$ cat config.mk
export PLATFORM = sky130hd
export DESIGN_NAME = hazard_ctrl
export DESIGN_NICKNAME = d
export VERILOG_FILES = /design/src/rtl/hazard_ctrl.sv
export SDC_FILE = /design/constraint.sdc
export NUM_CORES = 1
export LEC_CHECK = 0
export ABC_CLOCK_PERIOD_IN_PS = 1700
export CAP_MARGIN = 20
export CORE_MARGIN = 1
export CORE_UTILIZATION = 37
export CTS_CLUSTER_DIAMETER = 150
export DETAILED_ROUTE_END_ITERATION = 8
export PLACE_DENSITY_LB_ADDON = 0.05
export SLEW_MARGIN = 15
export SYNTH_ARGS = -nofsm -noshare
export SYNTH_HDL_FRONTEND = slang
export SYNTH_SLANG_ARGS = --single-unit
export TNS_END_PERCENT = 10
$ cat constraint.sdc
create_clock -name clk -period 1.7 [get_ports clk]
set_clock_uncertainty 0.1 [all_clocks]
set_input_delay 0.34 -clock clk [delete_from_list [all_inputs] [get_ports clk]]
set_output_delay 0.34 -clock clk [all_outputs]
set_load 0.05 [all_outputs]
$ cat src/rtl/hazard_ctrl.sv
// hazard_ctrl: tracks the destination register of every post-decode stage and derives
// registered forwarding distances, load-use stalls and post-redirect decode kills.
module hazard_ctrl #(
    parameter int  REG_ADDR_W  = 5,
    parameter int  NUM_STAGES  = 2,
    parameter int  LOAD_LAT    = 1,
    parameter int  KILL_CYCLES = 1,
    localparam int FW          = $clog2(NUM_STAGES + 1)
) (
    input  logic                  clk,
    input  logic                  reset,
    input  logic                  id_valid,
    input  logic [REG_ADDR_W-1:0] id_rs1,
    input  logic [REG_ADDR_W-1:0] id_rs2,
    input  logic                  id_rs1_used,
    input  logic                  id_rs2_used,
    input  logic [REG_ADDR_W-1:0] id_rd,
    input  logic                  id_rd_we,
    input  logic                  id_is_load,
    input  logic                  redirect,
    output logic                  id_stall,
    output logic                  id_kill,
    output logic [FW-1:0]         fwd_dist_a,
    output logic [FW-1:0]         fwd_dist_b,
    output logic                  x_valid,
    output logic                  wb_we,
    output logic [REG_ADDR_W-1:0] wb_rd
);
    localparam int KCW = (KILL_CYCLES > 1) ? $clog2(KILL_CYCLES) : 1;

    logic [NUM_STAGES:1]   valid_q, valid_d;
    logic [NUM_STAGES:1]   we_q, we_d;
    logic [NUM_STAGES:1]   load_q, load_d;
    logic [REG_ADDR_W-1:0] rd_q [1:NUM_STAGES];
    logic [KCW-1:0]        kill_cnt_q, kill_cnt_d;
    logic [FW-1:0]         fwd_a_q, fwd_a_d;
    logic [FW-1:0]         fwd_b_q, fwd_b_d;
    logic [FW-1:0]         dist_a, dist_b;
    logic                  hazard;
    logic                  issue;

    always_comb begin
        dist_a = '0;
        dist_b = '0;
        hazard = 1'b0;
        // Walk from the oldest stage to the youngest so the youngest match wins.
        for (int k = NUM_STAGES; k >= 1; k--) begin
            if (id_rs1_used && (id_rs1 != '0) && valid_q[k] && we_q[k] && (rd_q[k] == id_rs1)) begin
                dist_a = FW'(k);
                if (load_q[k] && (k <= LOAD_LAT)) hazard = 1'b1;
            end
            if (id_rs2_used && (id_rs2 != '0) && valid_q[k] && we_q[k] && (rd_q[k] == id_rs2)) begin
                dist_b = FW'(k);
                if (load_q[k] && (k <= LOAD_LAT)) hazard = 1'b1;
            end
        end
    end

    // A kill outranks a stall so a squashed load-use consumer drains as a bubble.
    assign id_kill  = !reset && (redirect || (kill_cnt_q != '0));
    assign id_stall = !reset && id_valid && hazard && !id_kill;
    assign issue    = id_valid && !id_stall && !id_kill;

    always_comb begin
        valid_d = {valid_q[NUM_STAGES-1:1], issue};
        we_d    = {we_q[NUM_STAGES-1:1], issue && id_rd_we};
        load_d  = {load_q[NUM_STAGES-1:1], issue && id_is_load};
        fwd_a_d = issue ? dist_a : '0;
        fwd_b_d = issue ? dist_b : '0;
        kill_cnt_d = kill_cnt_q;
        if (redirect) begin
            kill_cnt_d = KCW'(KILL_CYCLES - 1);
        end else if (kill_cnt_q != '0) begin
            kill_cnt_d = kill_cnt_q - 1'b1;
        end
    end

    always_ff @(posedge clk or posedge reset) begin
        if (reset) begin
            valid_q    <= '0;
            we_q       <= '0;
            load_q     <= '0;
            kill_cnt_q <= '0;
            fwd_a_q    <= '0;
            fwd_b_q    <= '0;
        end else begin
            valid_q    <= valid_d;
            we_q       <= we_d;
            load_q     <= load_d;
            kill_cnt_q <= kill_cnt_d;
            fwd_a_q    <= fwd_a_d;
            fwd_b_q    <= fwd_b_d;
        end
    end

    // Register numbers are qualified by valid everywhere, so they need no reset.
    always_ff @(posedge clk) begin
        rd_q[1] <= id_rd;
        for (int k = 2; k <= NUM_STAGES; k++) begin
            rd_q[k] <= rd_q[k-1];
        end
    end

    assign fwd_dist_a = fwd_a_q;
    assign fwd_dist_b = fwd_b_q;
    assign x_valid    = valid_q[1];
    assign wb_we      = valid_q[NUM_STAGES] && we_q[NUM_STAGES] && (rd_q[NUM_STAGES] != '0);
    assign wb_rd      = valid_q[NUM_STAGES] ? rd_q[NUM_STAGES] : '0;

endmodule

==> implementation parameters <==
Parameter                              Value

GRT
  Overflow left after global routing ... 0
  Vias in the first global route ... 827
  Antenna violations before repair ... 0
  Aggregate global-route resource usage ... 0.185
  Pin count of the biggest net entering global routing ... 12
  Wire length of the first global-routing pass ... 3370 µm

STA
  Actual slew at the worst max-slew pin ... 0.329 ns
  Post-route clock period utilization ... 1.34
  Minimum period implied by the final worst setup slack ... 2.27 ns
  Number of max-slew violations in the final report ... 0
  Endpoints failing hold ... 0
  # setup viols final ... 6
  Setup total negative slack ... -1.18 ns
  Max transition margin ... 0.780
  Setup repair after global routing missed its margin ... true
  PnR worst setup slack ... -0.572 ns
  Maximum clock frequency ... 440 MHz

Floorplanning
  Die Width ... 50.1 µm
  Boundary Pins ... 36
  Starting utilization of the core area ... 0.390
  Placeable core area ... 2190 µm²
  Area of the die ... 2510 µm²
  Number of placement rows ... 17
  Vertical die dimension ... 50.1 µm

Pwr
  Switching part of the total power ... 0.279
  Sw Pwr ... 267 µW
  Power density normalized to cell area ... ~630 nW/µm²
  Reg power frac ... 0.512
  Logic pwr share ... 0.249
  Worst supply voltage drop on vdd ... 457 µV
  Clock network fraction of total power ... 0.239
  Lkg Pwr ... 0.000657 µW
  Final Total Pwr ... 957 µW
  Design internal power ... 690 µW

Critical path
  Sort of element at the start of the critical path ... input pin
  RR Startpoint ... rd_q[1][3]
  Worst Path Required ... 1.26 ns
  R2r setup slk ... -0.12 ns
  Register-to-Register Path Depth ... 7
  Setup crit end kind ... output port
  Critical Path Fanout Max ... 2
  RR Endpoint ... we_q[1]
  Critical setup path kind ... in2out
  Endpoint arrival time on the critical path ... 1.83 ns

Placed design
  DP Wirelength ... 1730 µm
  Final weighted congestion in routability-driven placement ... 0.833
  IO Port Bufs ... 35

Route
  Post-route DRC ... 0
  First-pass iteration count of the detailed router ... 4
  Routed length per instance ... 12.9 µm
  Remaining number of nets flagged by the antenna check after routing ... 0
  Initial drt markers ... 10
  Total routed wirelength ... 2090 µm
  Via-per-instance ratio ... 4.80
  Vias after detailed routing ... 778

Yosys
  Post-Synthesis Cell Area ... 855 µm²
  Post-synthesis cell type with the largest combined area ... dfrtp_1
  Synthesized Nets ... 100
  Post-Syn Area per Cell ... between 10 and 15 µm²
  Synth top area share ... 0.264
  Number of different library cells in the post-synthesis netlist ... 22
  Share of the yosys chip area belonging to registers ... 0.498
  Register bit total from synthesis ... 19
  Post-synthesis instance total ... 77
  Syn. warnings ... 0
  Top post-synthesis cells by area ... dfrtp_1 26%, dfxtp_1 23%, xor2_1 12%

Finish
  Share of the core filled with cells in the final layout ... 0.692
  Final net count ... 158
  Commonest cells after routing, fill and taps aside ... 22 x buf_4, 12 x xor2_1, 12 x clkdlybuf4s50_1, 10 x dlygate4sd2_1, 9 x buf_12
  Diodes inserted ... 0
  Commonest non-fill, non-tap cell in the layout ... buf_4
  Register Area ... 435 µm²
  Layout cells sized above 1 ... 0.425
  Number of fill cells in the layout ... 175
  Layout overhead on the synthesized area ... 77.3%
  Area used by multi-input combinational logic ... between 400 and 500 µm²

Clock tree
  Clk root buf ... clkbuf_4
  # hold bufs at CTS ... 0
  Clock Path Buffers ... 2
  Clock-pin slew reported for the worst setup and hold paths after clock tree synthesis ... 0.11 ns
  TritonCTS clock tree ... built
  TritonCTS Buffers ... 3
  Source-to-sink clock delay at the later pin of the worst-skew pair ... 0.30 ns
  CTS H-Tree Depth ... 1
  # clock sinks ... 19

Flow run
  Max capacitance violation total ... 0

Run status
  Failing checks ... setup timing
  Outcome ... finished with violations

Min path
  Worst hold-check path type ... in2async
[power groups by stage]
stage	registers, µW	clock network (µW)	logic, µW
floorplan	498	0	89.8
global placement	497	0	237
detailed placement	497	0	239
CTS	489	238	236
global route	493	266	254
finish	490	228	238
[stage by stage]
stage / hold slack [ns] / cells / instance area, µm² / worst slack [ns]
floorplan: 0.0679 / 77 / 856 / -0.289
global placement: 0.264 / 157 / 1450 / -0.757
detailed placement: 0.264 / 157 / 1450 / -0.813
CTS: 0.259 / 162 / 1500 / -0.573
global route: 0.301 / 162 / 1520 / -0.619
finish: 0.275 / 162 / 1520 / -0.572
[cell type report]
cell class / instances / share of cell area
Clock inverter: 1 / 0.00330
Inverter: 1 / 0.00248
Multi-Input combinational cell: 57 / 0.304
Tap cell: 28 / 0.0231
Timing Repair Buffer: 53 / 0.365
Clock buffer: 3 / 0.0149
Sequential cell: 19 / 0.287
[worst max-delay path by stage]
stage / end / start / cells past startpoint
after floorplan: id_stall / valid_q[1] / 3
after global placement: id_stall / id_rs2[4] / 6
after detailed placement: id_stall / id_rs2[2] / 6
after CTS: id_stall / rd_q[1][4] / 5
after global routing: id_stall / rd_q[1][3] / 5
final: id_stall / id_rs1_used / 5
[critical path: stages]
cell	delay (ns)
clkdlybuf4s50_1	0.50
o21ai_2	0.07
or4_4	0.56
a21oi_4	0.21
buf_12	0.16
[flip-flops by register name (all words and copies together), names as in the netlist]
register / count
rd_q: 10
fwd_dist_b: 2
fwd_dist_a: 2
valid_q: 2
load_q: 1
we_q: 2
[routing by layer]
metal  global-route usage  wire length [µm]
met5                    0                 0
met4                0.105                23
met3               0.0463                72
met2                0.300              1030
met1                0.218               971
[synth_stat cells, drive strengths merged]
| library cell | count |
|---|---|
| inv | 1 |
| nand4 | 2 |
| xor2 | 12 |
| nor3 | 5 |
| and3 | 1 |
| nand2b | 1 |
| a21oi | 2 |
| nand3 | 1 |
| nor4 | 2 |
| or4 | 4 |
| dfrtp | 9 |
| o2111ai | 2 |
| and2 | 5 |
| dfxtp | 10 |
| nor3b | 2 |
| o21ai | 2 |
| xnor2 | 8 |
| nor2 | 5 |
| nor2b | 1 |
| nand2 | 2 |
[cells by family after synthesis]
family	synth area share
AOI/OAI and AO/OA	0.0659
buffers and inverters	0.00439
and+or+nand+nor	0.227
DFF	0.498
xor gates and xnor gates	0.205
[timing repair]
item | CTS | global route
pin swaps | 7 | 3
buffers inserted | 1 | 0
resized for setup | 19 | 5
endpoints found under the setup margin | 9 | 10
(Power assumes the default switching activity.)
